==> src/rtl/port_shadow_commit_pkg.sv <==
// Shared RTC port map: channel/commit port ids, default decode mask and the
// commit sequencer state encoding.
package port_map_pkg;

   localparam int                    RTC_N_REGS      = 11;
   localparam int                    RTC_IDX_W       = 4;
   localparam logic [7:0]            RTC_BASE_ADDR   = 8'h03;
   localparam logic [7:0]            RTC_LAST_ADDR   = 8'h0D;
   localparam logic [7:0]            RTC_COMMIT_ADDR = 8'h0F;
   // Port 0x09 has no RTC register behind it, so bit 6 is left clear.
   localparam logic [RTC_N_REGS-1:0] RTC_VALID_MASK  = 11'h7BF;

   typedef enum logic [1:0] {
      ST_IDLE = 2'd0,
      ST_SCAN = 2'd1,
      ST_REQ  = 2'd2,
      ST_DONE = 2'd3
   } commit_state_t;

endpackage

==> src/rtl/port_shadow_commit_if.sv <==
// PicoBlaze write port plus RTC-driver handshake, bundled for port_shadow_commit.
interface port_shadow_commit_if #(
   parameter int N_REGS = 11,
   parameter int DATA_W = 8,
   parameter int IDX_W  = 4
);
   logic              write_strobe;
   logic [7:0]        port_id;
   logic [DATA_W-1:0] out_port;
   logic [N_REGS-1:0] hold_n;
   logic [N_REGS-1:0] dirty;
   logic              wr_req;
   logic [IDX_W-1:0]  wr_idx;
   logic [DATA_W-1:0] wr_data;
   logic              wr_ack;
   logic              busy;
   logic              commit_done;

   modport master (
      output write_strobe, port_id, out_port, wr_ack,
      input  hold_n, dirty, wr_req, wr_idx, wr_data, busy, commit_done
   );

   modport slave (
      input  write_strobe, port_id, out_port, wr_ack,
      output hold_n, dirty, wr_req, wr_idx, wr_data, busy, commit_done
   );
endinterface

==> src/rtl/port_shadow_commit_hold_stretch.sv <==
// Per-channel hold stretcher: a hit pulls hold_n low for exactly HOLD_CYCLES
// cycles; a hit while already low reloads the count without releasing hold_n.
module hold_stretch #(
   parameter int HOLD_CYCLES = 4
)(
   input  logic clk,
   input  logic reset,
   input  logic hit,
   output logic hold_n
);
   localparam int               CNT_W    = $clog2(HOLD_CYCLES + 1);
   localparam logic [CNT_W-1:0] CNT_LOAD = CNT_W'(HOLD_CYCLES);
   localparam logic [CNT_W-1:0] CNT_ONE  = CNT_W'(1);

   logic [CNT_W-1:0] cnt_r;
   logic             hold_n_r;

   // hold_n is registered alongside the counter so it releases on the edge the count expires
   always_ff @(posedge clk) begin
      if (reset) begin
         cnt_r    <= '0;
         hold_n_r <= 1'b1;
      end else if (hit) begin
         cnt_r    <= CNT_LOAD;
         hold_n_r <= 1'b0;
      end else if (cnt_r > CNT_ONE) begin
         cnt_r    <= cnt_r - CNT_ONE;
         hold_n_r <= 1'b0;
      end else begin
         cnt_r    <= '0;
         hold_n_r <= 1'b1;
      end
   end

   assign hold_n = hold_n_r;

endmodule

==> src/rtl/port_shadow_commit.sv <==
// Shadows PicoBlaze port writes for the RTC registers and, on a commit write,
// hands every dirty channel (lowest index first) to the RTC bus driver.
module port_shadow_commit
   import port_map_pkg::*;
#(
   parameter int                N_REGS      = RTC_N_REGS,
   parameter logic [7:0]        BASE_ADDR   = RTC_BASE_ADDR,
   parameter logic [N_REGS-1:0] VALID_MASK  = RTC_VALID_MASK,
   parameter logic [7:0]        COMMIT_ADDR = RTC_COMMIT_ADDR,
   parameter int                DATA_W      = 8,
   parameter int                HOLD_CYCLES = 4,
   parameter int                IDX_W       = RTC_IDX_W
)(
   input logic                 clk,
   input logic                 reset,
   port_shadow_commit_if.slave bus
);
   localparam int WIN_LO = int'(BASE_ADDR);
   localparam int WIN_HI = WIN_LO + N_REGS - 1;

   generate
      if ((int'(COMMIT_ADDR) >= WIN_LO) && (int'(COMMIT_ADDR) <= WIN_HI)) begin : g_bad_commit_addr
         $error("port_shadow_commit: COMMIT_ADDR falls inside the channel window");
      end
   endgenerate

   commit_state_t     state_r;
   commit_state_t     state_nx;
   logic [N_REGS-1:0] hit_s;
   logic              commit_hit_s;
   logic [N_REGS-1:0] hold_n_s;
   logic [N_REGS-1:0] dirty_r;
   logic [N_REGS-1:0] dirty_nx;
   logic [DATA_W-1:0] shadow_r [N_REGS];
   logic [IDX_W-1:0]  scan_idx_s;
   logic              any_dirty_s;
   logic              ack_take_s;
   logic [IDX_W-1:0]  wr_idx_r;
   logic [DATA_W-1:0] wr_data_r;
   logic              wr_req_r;
   logic              busy_r;
   logic              done_r;

   for (genvar i = 0; i < N_REGS; i++) begin : g_ch
      localparam logic [7:0] CH_ADDR = 8'(WIN_LO + i);

      assign hit_s[i] = bus.write_strobe & (bus.port_id == CH_ADDR) & VALID_MASK[i];

      hold_stretch #(.HOLD_CYCLES(HOLD_CYCLES)) u_hold (
         .clk    (clk),
         .reset  (reset),
         .hit    (hit_s[i]),
         .hold_n (hold_n_s[i])
      );
   end

   assign commit_hit_s = bus.write_strobe & (bus.port_id == COMMIT_ADDR);
   assign any_dirty_s  = |dirty_r;
   assign ack_take_s   = (state_r == ST_REQ) & bus.wr_ack;

   // Lowest set dirty bit: scan downwards so the smallest index is written last
   always_comb begin
      scan_idx_s = '0;
      for (int i = N_REGS - 1; i >= 0; i--) begin
         scan_idx_s = dirty_r[i] ? IDX_W'(i) : scan_idx_s;
      end
   end

   // Retire the acknowledged channel; a same-cycle rewrite keeps it dirty for a resend
   always_comb begin
      dirty_nx = dirty_r;
      for (int i = 0; i < N_REGS; i++) begin
         if (ack_take_s && (wr_idx_r == IDX_W'(i))) begin
            dirty_nx[i] = 1'b0;
         end else begin
            dirty_nx[i] = dirty_r[i];
         end
      end
      dirty_nx = dirty_nx | hit_s;
   end

   // Commit sequencer next-state
   always_comb begin
      state_nx = state_r;
      case (state_r)
         ST_IDLE: state_nx = commit_hit_s ? ST_SCAN : ST_IDLE;
         ST_SCAN: state_nx = any_dirty_s  ? ST_REQ  : ST_DONE;
         ST_REQ:  state_nx = bus.wr_ack   ? ST_SCAN : ST_REQ;
         ST_DONE: state_nx = ST_IDLE;
         default: state_nx = ST_IDLE;
      endcase
   end

   // Commit sequencer state register
   always_ff @(posedge clk) begin
      if (reset) begin
         state_r <= ST_IDLE;
      end else begin
         state_r <= state_nx;
      end
   end

   // Shadows, dirty flags and the registered driver-side outputs
   always_ff @(posedge clk) begin
      if (reset) begin
         for (int i = 0; i < N_REGS; i++) begin
            shadow_r[i] <= '0;
         end
         dirty_r   <= '0;
         wr_idx_r  <= '0;
         wr_data_r <= '0;
         wr_req_r  <= 1'b0;
         busy_r    <= 1'b0;
         done_r    <= 1'b0;
      end else begin
         for (int i = 0; i < N_REGS; i++) begin
            if (hit_s[i]) begin
               shadow_r[i] <= bus.out_port;
            end
         end
         dirty_r <= dirty_nx;
         // Snapshot taken at the scan; later shadow writes do not disturb the transfer
         if ((state_r == ST_SCAN) && any_dirty_s) begin
            wr_idx_r  <= scan_idx_s;
            wr_data_r <= shadow_r[scan_idx_s];
         end
         wr_req_r <= (state_nx == ST_REQ);
         busy_r   <= (state_nx != ST_IDLE);
         done_r   <= (state_nx == ST_DONE);
      end
   end

   assign bus.hold_n      = hold_n_s;
   assign bus.dirty       = dirty_r;
   assign bus.wr_req      = wr_req_r;
   assign bus.wr_idx      = wr_idx_r;
   assign bus.wr_data     = wr_data_r;
   assign bus.busy        = busy_r;
   assign bus.commit_done = done_r;

endmodule

==> src/flat_wrapper.sv <==
// flat-port wrapper written by rule: the top's interface ports become plain ports
module port_shadow_commit_flat import port_map_pkg::*;
#(
   parameter int                N_REGS      = RTC_N_REGS,
   parameter logic [7:0]        BASE_ADDR   = RTC_BASE_ADDR,
   parameter logic [N_REGS-1:0] VALID_MASK  = RTC_VALID_MASK,
   parameter logic [7:0]        COMMIT_ADDR = RTC_COMMIT_ADDR,
   parameter int                DATA_W      = 8,
   parameter int                HOLD_CYCLES = 4,
   parameter int                IDX_W       = RTC_IDX_W
)
  (clk, reset, bus_write_strobe, bus_port_id, bus_out_port, bus_wr_ack, bus_hold_n, bus_dirty, bus_wr_req, bus_wr_idx, bus_wr_data, bus_busy, bus_commit_done);
  port_shadow_commit_if #(.N_REGS(N_REGS), .DATA_W(DATA_W), .IDX_W(IDX_W)) bus_i ();
  input logic clk;
  input logic reset;
  input wire logic [$bits(bus_i.write_strobe)-1:0] bus_write_strobe;
  input wire logic [$bits(bus_i.port_id)-1:0] bus_port_id;
  input wire logic [$bits(bus_i.out_port)-1:0] bus_out_port;
  input wire logic [$bits(bus_i.wr_ack)-1:0] bus_wr_ack;
  output wire logic [$bits(bus_i.hold_n)-1:0] bus_hold_n;
  output wire logic [$bits(bus_i.dirty)-1:0] bus_dirty;
  output wire logic [$bits(bus_i.wr_req)-1:0] bus_wr_req;
  output wire logic [$bits(bus_i.wr_idx)-1:0] bus_wr_idx;
  output wire logic [$bits(bus_i.wr_data)-1:0] bus_wr_data;
  output wire logic [$bits(bus_i.busy)-1:0] bus_busy;
  output wire logic [$bits(bus_i.commit_done)-1:0] bus_commit_done;
  assign bus_i.write_strobe = bus_write_strobe;
  assign bus_i.port_id = bus_port_id;
  assign bus_i.out_port = bus_out_port;
  assign bus_i.wr_ack = bus_wr_ack;
  assign bus_hold_n = bus_i.hold_n;
  assign bus_dirty = bus_i.dirty;
  assign bus_wr_req = bus_i.wr_req;
  assign bus_wr_idx = bus_i.wr_idx;
  assign bus_wr_data = bus_i.wr_data;
  assign bus_busy = bus_i.busy;
  assign bus_commit_done = bus_i.commit_done;
  port_shadow_commit #(.N_REGS(N_REGS), .BASE_ADDR(BASE_ADDR), .VALID_MASK(VALID_MASK), .COMMIT_ADDR(COMMIT_ADDR), .DATA_W(DATA_W), .HOLD_CYCLES(HOLD_CYCLES), .IDX_W(IDX_W)) u_core (.clk(clk), .reset(reset), .bus(bus_i));
endmodule
==> config.mk <==
export PLATFORM = sky130hd
export DESIGN_NAME = port_shadow_commit_flat
export DESIGN_NICKNAME = d
export VERILOG_FILES = /design/src/rtl/port_shadow_commit_pkg.sv /design/src/rtl/port_shadow_commit_if.sv /design/src/rtl/port_shadow_commit_hold_stretch.sv /design/src/rtl/port_shadow_commit.sv /design/src/flat_wrapper.sv
export SDC_FILE = /design/constraint.sdc
export NUM_CORES = 1
export LEC_CHECK = 0
export CELL_PAD_IN_SITES_DETAIL_PLACEMENT = 0
export CELL_PAD_IN_SITES_GLOBAL_PLACEMENT = 1
export CORE_ASPECT_RATIO = 1.75
export CORE_MARGIN = 2
export CORE_UTILIZATION = 40
export CTS_BUF_LIST = sky130_fd_sc_hd__clkbuf_8
export DETAILED_ROUTE_END_ITERATION = 8
export GPL_TIMING_DRIVEN = 0
export PLACE_DENSITY = 0.67
export REMOVE_ABC_BUFFERS = 1
export SKIP_LAST_GASP = 1
export SLEW_MARGIN = 25
export SYNTH_ARGS = -nofsm -noshare
export SYNTH_HDL_FRONTEND = slang
export SYNTH_SLANG_ARGS = --single-unit
==> constraint.sdc <==
create_clock -name clk -period 2.6 [get_ports clk]
set_clock_uncertainty 0.15 [all_clocks]
set_input_delay 0.52 -clock clk [delete_from_list [all_inputs] [get_ports clk]]
set_output_delay 0.52 -clock clk [all_outputs]
set_load 0.03 [all_outputs]
**Yosys cells after proc, flatten, opt, wreduce, memory -nomap -nowiden**

Memory sizes are Yosys's and may differ from the RTL's. A register that Yosys moved wholly into a read port is not among the register bits.
Cells that the tools add are included.

- Register bits after elaboration: 64
- RAM bits: 88
- Logic and storage cells: 257
- Memories: 1

Memory list:

| name | words | bits a word | read ports | clocked after memory_dff | write ports | line | source |
|---|---|---|---|---|---|---|---|
| u_core.shadow_r | 11 | 8 | 1 | 1 | 11 | port_shadow_commit.sv:34 | `logic [DATA_W-1:0] shadow_r [N_REGS];` |

- $add $sub $neg: 11
- $lt $le $gt $ge: 11
- Eq/ne operators: 26
- Muxes and demuxes: 109
- Bitwise logic cells: 34
- Reductions and logical operators: 27

Operator list:

| cell | number |
|---|---|
| $mux 8 | 10 |
| $mux 1 | 66 |
| $mux 3 | 20 |
| $eq 8x4->1 const B | 6 |
| $mux 4 | 11 |
| $gt 3x1->1 const B | 11 |
| $sub 3x1->3 const B | 11 |
| $eq 8x3->1 const B | 4 |
| $reduce_or 3->1 | 10 |
| $eq 4x3->1 const B | 4 |
| $and 1x1->1 | 12 |
| $eq 4x4->1 const B | 3 |
| $logic_and 1x1->1 | 12 |
| $not 1->1 | 11 |
| $or 11x11->11 | 1 |
| $reduce_or 11->1 | 1 |
| $or 1x1->1 | 10 |
| $eq 2x2->1 const B | 4 |
| $eq 4x2->1 const B | 2 |
| $eq 8x2->1 const B | 1 |
| $pmux 2 s4 | 1 |
| $eq 4x1->1 const B | 1 |
| $logic_not 4->1 | 1 |
| $eq 2x1->1 const B | 1 |
| 4 further kinds | 4 |

**Depth between registers and ports, before layout**

Gate-level depths: netlist of the first run.

- Depth after elaboration: 11
- Mapped depth: 8
- Depth with buffers taken out: 6

**By module**

From an unflattened synthesis of the first run, not the netlist that was laid out.

- Cells, all modules: 628
- Area, all modules: 7035.5 um2

Modules (own cells, without submodules):

| module | times used | cells each | area each (um2) | sequential area each (um2) |
|---|---|---|---|---|
| port_shadow_commit | 1 | 430 | 4833.4 | 2942.8 |
| hold_stretch | 11 | 18 | 200.2 | 80.1 |

**Worst setup path before layout of the first run**

OpenSTA, ideal clock, no wires.

- Path kind: reg2reg
- From: register u_core.dirty_r[9] (netlist: u_core.bus.dirty[9])
- To: register u_core.wr_data_r[2] (netlist: u_core.bus.wr_data[2]) (read register of u_core.shadow_r)
- Data arrival time: 1.997 ns
- Required time: 2.392 ns
- Path slack: 0.395 ns
- Cell stages (with the launch flop): 8
- Path buffers: 1
- Period minus slack after synthesis: 2.205 ns
- Cell sequence: dfxtp_1 -> nand2b_4 -> a2111oi_4 -> nor2_4 -> buf_6 -> mux2i_1 -> a2111oi_1 -> a211o_1

- Longest elaborated chain between the ends: 10
- Elaborated cells on any way between the ends: 12
- Classes of those cells: 10 x mux; 2 x reduce/logical

Ends and longest elaborated chain:

| item | line | source |
|---|---|---|
| from (decl) | port_shadow_commit.sv:32 | `logic [N_REGS-1:0] dirty_r;` |
| from (signal assigned) | port_shadow_commit.sv:121 | `dirty_r <= dirty_nx;` |
| $mux 4 (10 in a row) | port_shadow_commit.sv:65 | `scan_idx_s = dirty_r[i] ? IDX_W'(i) : scan_idx_s;` |
| to (decl) | port_shadow_commit.sv:39 | `logic [DATA_W-1:0] wr_data_r;` |

Parallel ways exist; a longest one is shown, timed or not.
A chain may end at the register's enable or synchronous reset.

**Worst setup path in the final report of the first run**

- From: register u_core.dirty_r[7] (netlist: u_core.bus.dirty[7])
- To: register u_core.wr_data_r[5] (netlist: u_core.bus.wr_data[5]) (read register of u_core.shadow_r)

- Longest elaborated chain between the ends: 8
- Elaborated cells on any way between the ends: 10
- Classes of those cells: 8 x mux; 2 x reduce/logical

Ends and longest elaborated chain:

| item | line |
|---|---|
| $mux 4 (8 in a row) | port_shadow_commit.sv:65 |

Parallel ways exist; a longest one is shown, timed or not.

==> results of run 1 <==
[registers in the layout, summed over array words and instances, names as in the netlist]
register                   cells
u_core.bus.dirty              10
u_core.shadow_r               80
u_core.g_ch.u_hold.hold_n     11
u_core.bus.commit_done         1
u_core.bus.wr_data             8
u_core.g_ch.u_hold.cnt_r      33
u_core.bus.wr_idx              4
u_core.bus.busy                1
u_core.state_r                 2
u_core.bus.wr_req              1
[power breakdown]
group	total, W	internal (W)	switching, W
combinational	0.00124	0.000532	0.000707
sequential	0.00295	0.00282	0.000138
clock	0.00187	0.000985	0.000882
total	0.00606	0.00433	0.00173
[cells by family after synthesis]
family | count (synthesis)
AOI/OAI and AO/OA | 133
xor gates and xnor gates | 3
adders and majority gates | 22
buffers and inverters | 82
DFF | 151
muxes | 9
other | 1
and+or+nand+nor | 271
[worst register-to-register path, cell delays in order, from the launching register on]
cell     delay [ns]
dfxtp_4        0.44
nor3_1         0.44
nand2_1        0.09
a21oi_1        0.71
a32oi_1        0.28
a211o_1        0.31
[layout by cell type (no fill, tap or decap), types with 7 or more instances in the layout]
cell type and count:
nor2_1 113, edfxtp_1 80, dfxtp_1 70, clkdlybuf4s50_1 54
a21oi_1 53, nand2_1 50, inv_1 34, nand2b_1 28
ha_1 22, clkbuf_8 22, nor3_1 20, o21ai_0 19
a31oi_1 16, a21o_1 11, mux2i_1 9, nand3b_1 9
a32oi_1 8, and2_1 8, a211o_1 8, buf_4 7
[worst min-delay path by stage]
| stage | start | endpoint | slack [ns] | depth (start not counted) |
|---|---|---|---|---|
| 2_1_floorplan | u_core.g_ch[0].u_hold.cnt_r[0] | u_core.g_ch[0].u_hold.cnt_r[0] | 0.27 | 1 |
| 3_3_place_gp | u_core.g_ch[10].u_hold.cnt_r[0] | u_core.g_ch[10].u_hold.cnt_r[0] | 0.27 | 1 |
| 3_5_place_dp | u_core.g_ch[6].u_hold.cnt_r[0] | u_core.g_ch[6].u_hold.cnt_r[0] | 0.29 | 1 |
| 4_1_cts | u_core.g_ch[0].u_hold.cnt_r[0] | u_core.g_ch[0].u_hold.cnt_r[0] | 0.31 | 1 |
| 5_1_grt | u_core.g_ch[6].u_hold.cnt_r[0] | u_core.g_ch[6].u_hold.cnt_r[0] | 0.32 | 1 |
| 6_report | u_core.g_ch[0].u_hold.cnt_r[0] | u_core.g_ch[0].u_hold.cnt_r[0] | 0.30 | 1 |
[repair_timing]
| action | 4_1_cts | 5_1_grt |
|---|---|---|
| gates resized for setup | 16 | 12 |
| endpoints found under the setup margin | 99 | 84 |
| hold endpoints to repair | 0 | 0 |
| setup buffers | 0 | 6 |
| gates cloned | 1 | 0 |
| pin swaps | 1 | 2 |
[area by class of cell]
class	count	area, um^2
Fill cell	1572	8890
Sequential cell	151	3830
Multi-Input combinational cell	440	2650
Timing Repair Buffer	61	593
Clock buffer	22	303
Tap cell	227	284
Inverter	33	124
Clock inverter	10	116
[per-layer routing]
layer | wire (um) | vias to the layer above
met4 | 521 | 0
met2 | 9420 | 120
met5 | 0 | -
li1 | - | 2374
met3 | 490 | 35
met1 | 6560 | 2386
[per-stage QoR]
step                      utilization  power, W  setup slack [ns]  cells  cell area, um^2
after global routing            0.470   0.00638            0.0129    944             7900
after detailed placement        0.437   0.00425            -0.767    905             7330
after global placement          0.437   0.00413             -1.47    905             7340
final                           0.470   0.00606            0.0820    944             7900
after CTS                       0.465   0.00610            -0.116    938             7800
after floorplan                     -   0.00385             0.105    623             6500
==> flow_summary.json, run 1 <==
{
  "avgRoutedWirePerCell_um": 18.0,
  "area_growth_pct": 16.6,
  "max_stage_delay_ns": 0.71,
  "die_area_um2": 18000,
  "cp.depth": 5,
  "grt_busiest_layer": "met2",
  "ant_nets": 0,
  "ff2ff_setup_slack_ns": 0.08,
  "grt_use_total": 0.198,
  "antenna_found_initial": 0,
  "fin_tns_setup_ns": 0,
  "period_needed_ns": 2.52,
  "synth_cell_type_count": 52,
  "cts_root_buf": "clkbuf_8",
  "coreArea_um2": 16800,
  "synth-warning-count": 0,
  "clk_pin_slew_worst_paths_ns": 0.08,
  "hold_ws_ns": 0.300,
  "ys_seq_elements": 151,
  "peakVddDrop_mv": 0.421,
  "status": "completed",
  "clock-sinks": 151,
  "synth_xor_area_frac": 0.00388,
  "setup_viol": 0,
  "slew_viol_final": 0,
  "use_met3": 0.0313,
  "htree_levels": 4,
  "slew_headroom": 0.359,
  "antennaDiodeCount": 0,
  "synth_most_common_cell": "nor2_1",
  "start_util": 0.403,
  "synth_top_family_by_area": "simple AND/OR/NAND/NOR gates",
  "ff2ff_path_depth": 5,
  "grt_pass1_vias": 4941,
  "port-buffer-count": 55,
  "synth_ff_type": "edfxtp_1",
  "use_met2": 0.365,
  "rsz0062_at_grt": "false",
  "avgSynthCellArea_um2": 10.1,
  "viasPerCell": 5.21,
  "cts_tree": "yes",
  "synthArstFlopShare": 0,
  "ys_top_cells_by_area": "edfxtp_1 35%, dfxtp_1 21%, nor2_1 6.4%",
  "cts.path.max_buffers": 2,
  "drcViolationCount": 0,
  "drtIter0Drc": 269,
  "grtUsageMet1": 0.216,
  "fmax_mhz": 397,
  "synth_compound_area_frac": 0.127,
  "yosys.area_share.adder": 0.0406,
  "synth_edf_count": 80,
  "overflow": 0,
  "rows": 63,
  "hp-class": "flop to flop",
  "cp_num_buf_inv": 0,
  "dr.pass1.iters": 5,
  "postSynthCellCount": 672,
  "nNetsFinal": 746,
  "synthMuxAreaShare": 0.0133,
  "layout-drive-gt1-share": 0.102,
  "power_density_nw_per_um2": 767,
  "wl_um": 17000,
  "cp-end-kind": "flop",
  "die_h_um": 176,
  "synth_top_cell_by_area": "edfxtp_1",
  "startpoint": "u_core.bus.dirty[7]",
  "numCtsBuffers": 17,
  "critPathSlowestCell": "a21oi_1",
  "hpwl_um": 11600,
  "crit_path_cell_trace": "nor3_1 > nand2_1 > a21oi_1 > a32oi_1 > a211o_1",
  "worstSetupPathType": "flop to flop",
  "hold_violations": 0,
  "max_slew.worst_pin.slew_ns": 0.951,
  "yosysSeqAreaShare": 0.564,
  "grt_max_degree": 66,
  "num_io_pins": 57,
  "vias": 4915,
  "r2r-start": "u_core.bus.dirty[7]",
  "crit_family": "compound AO/OA/AOI/OAI gates",
  "max_cap_violations": 0,
  "crit_end": "u_core.bus.wr_data[5]",
  "holdBufCountCts": 0,
  "start_kind": "flop",
  "die_width_um": 102,
  "synthDominantCellAreaShare": 0.355,
  "ys_top_cells_by_count": "115 x nor2_1, 80 x edfxtp_1, 71 x dfxtp_1",
  "clk_latency_ns": 0.44,
  "yosys.area_share.simple": 0.192,
  "crit_path_max_fanout": 22,
  "timing.rr.end": "u_core.bus.wr_data[5]",
  "routabilityCongestion": 0.796,
  "leakage_nw": 2.94,
  "netlist_area_um2": 6770,
  "grt_first_pass_wirelength_um": 26400,
  "min_period_over_period": 0.968,
  "crit_arrival_ns": 2.70,
  "cp.required_ns": 2.78
}
Note: power is estimated with default switching activity, not from simulation.
==> run 2, diff against run 1 <==
- CORE_MARGIN: 2 -> unset
- CORE_UTILIZATION: 40 -> 31
- PLACE_DENSITY: 0.67 -> 0.54
==> run 2 against run 1 <==
The run now ends with setup timing left. Sequential cell count unchanged. Combinational power barely moved. Global-route usage is 2.5 points lower. Final cell count grew 6.9%. Register-to-register slack worse by 0.03 ns. Via count grew 0.35%. Sequential share of layout area is 0.50 points lower. Design area grew 1.0%. Highest routed layer unchanged.
==> flow_summary.json, run 2 (synthesized netlist as in run 1, its figures left out) <==
{
  "grt_max_degree": 66,
  "hp-class": "flop to flop",
  "port-buffer-count": 55,
  "p_sw_w": 0.00175,
  "worstSetupPathType": "primary input to flop",
  "cp.required_ns": 2.57,
  "seqCellArea_um2": 3830,
  "fmax_mhz": 378,
  "peakVddDrop_mv": 0.291,
  "slew_viol_final": 0,
  "regMostFlops": "u_core.shadow_r",
  "antennaDiodeCount": 0,
  "setup_slack_ns": -0.0425,
  "cts.path.max_buffers": 2,
  "dpl_cell_area_um2": 7440,
  "area_growth_pct": 17.8,
  "cts_root_buf": "clkbuf_8",
  "crit_path_max_fanout": 12,
  "pwr-share-comb": 0.199,
  "fillers": 2198,
  "overflow": 0,
  "grt_first_pass_wirelength_um": 28000,
  "slew_headroom": 0.326,
  "violations": "setup timing",
  "clk_latency_ns": 0.46,
  "multi_input_area_um2": 2620,
  "largest_register_ffs": 80,
  "numCtsBuffers": 17,
  "clock_power_share": 0.322,
  "cp-end-kind": "flop",
  "antenna_found_initial": 0,
  "num_io_pins": 57,
  "nNetsFinal": 746,
  "clock-sinks": 151,
  "cts_tree": "yes",
  "swShare": 0.284,
  "layout-drive-gt1-share": 0.0976,
  "hpwl_um": 12600,
  "setup_viol": 18,
  "start_kind": "primary input",
  "grt_use_total": 0.173,
  "crit_arrival_ns": 2.61,
  "vias": 4932,
  "die_area_um2": 22500,
  "htree_levels": 4,
  "coreArea_um2": 21500,
  "leakage_nw": 2.92,
  "holdBufCountCts": 0,
  "start_util": 0.315,
  "period_needed_ns": 2.64,
  "seq_power_share": 0.479,
  "final_area_um2": 7980,
  "die_width_um": 114,
  "rsz0062_at_grt": "true",
  "dpl_worst_slack_ns": -0.835,
  "wl_um": 18400,
  "avgRoutedWirePerCell_um": 18.2,
  "rows": 71,
  "drcViolationCount": 0,
  "viasPerCell": 4.89,
  "routabilityCongestion": 0.781,
  "power_density_nw_per_um2": 771,
  "ant_nets": 0,
  "clk_pin_slew_worst_paths_ns": 0.08,
  "hold_ws_ns": 0.294,
  "max_slew.worst_pin.slew_ns": 1.00,
  "status": "finished with violations",
  "ff2ff_setup_slack_ns": 0.05,
  "die_h_um": 198,
  "hold_violations": 0,
  "drtIter0Drc": 259,
  "dr.pass1.iters": 4,
  "grt_pass1_vias": 4943,
  "layout_commonest_cell": "nor2_1",
  "layout_common_cells": "113 x nor2_1, 80 x edfxtp_1, 70 x dfxtp_1, 54 x clkdlybuf4s50_1, 53 x a21oi_1",
  "min_period_over_period": 1.02,
  "p_int_w": 0.00441,
  "max_cap_violations": 0
}
run 2: final timing paths:
kind | from | endpoint | cells after the start
setup reg to reg | u_core.bus.dirty[9] | u_core.bus.wr_data[0] | 6
hold reg to reg | u_core.g_ch[9].u_hold.cnt_r[0] | u_core.g_ch[9].u_hold.cnt_r[0] | 1
hold / removal | u_core.g_ch[9].u_hold.cnt_r[0] | u_core.g_ch[9].u_hold.cnt_r[0] | 1
setup / recovery | bus_port_id[5] | u_core.shadow_r[0][1] | 4
run 2: power groups by stage:
stage | registers (W) | clock network, W | logic [W]
6_report | 0.00295 | 0.00198 | 0.00123
5_1_grt | 0.00298 | 0.00211 | 0.00139
4_1_cts | 0.00295 | 0.00202 | 0.00124
3_5_place_dp | 0.00300 | 0 | 0.00124
3_3_place_gp | 0.00299 | 0 | 0.00117
2_1_floorplan | 0.00310 | 0 | 0.000746
run 2: final cells by class:
| type | instances | share of cell area |
|---|---|---|
| Timing Repair Buffer | 61 | 0.0768 |
| Sequential cell | 151 | 0.480 |
| Tap cell | 292 | 0.0458 |
| Clock buffer | 18 | 0.0310 |
| Multi-Input combinational cell | 440 | 0.328 |
| Clock inverter | 14 | 0.0229 |
| Inverter | 33 | 0.0155 |
run 2: what timing repair did:
action | CTS | global route
pin swaps | 2 | 0
endpoints found under the setup margin | 91 | 70
gates cloned | 1 | 0
buffers inserted | 5 | 0
resized for setup | 14 | 8
run 2: layer usage:
| layer | GRT usage | up-vias | part of all wire |
|---|---|---|---|
| li1 | - | 2374 | - |
| met1 | 0.181 | 2424 | 0.39 |
| met2 | 0.335 | 111 | 0.56 |
| met3 | 0.0310 | 23 | 0.028 |
| met4 | 0.0643 | 0 | 0.022 |
| met5 | 0 | - | 0 |
run 2: worst max-delay path, cell delays in order:
cell             delay, ns
clkdlybuf4s50_1       0.41
nor4_2                0.50
nand3_1               0.60
nand2b_1              0.56
run 2: stage by stage:
| stage | std cells | setup TNS [ns] | utilization | power (W) |
|---|---|---|---|---|
| 3_3_place_gp | 970 | -275.97 | 0.345 | 0.00416 |
| 3_5_place_dp | 971 | -73.66 | 0.346 | 0.00424 |
| 5_1_grt | 1009 | -3.08 | 0.371 | 0.00648 |
| 6_report | 1009 | -0.416 | 0.371 | 0.00615 |
| 4_1_cts | 1009 | -0.164 | 0.370 | 0.00622 |
| 2_1_floorplan | 623 | 0 | - | 0.00385 |
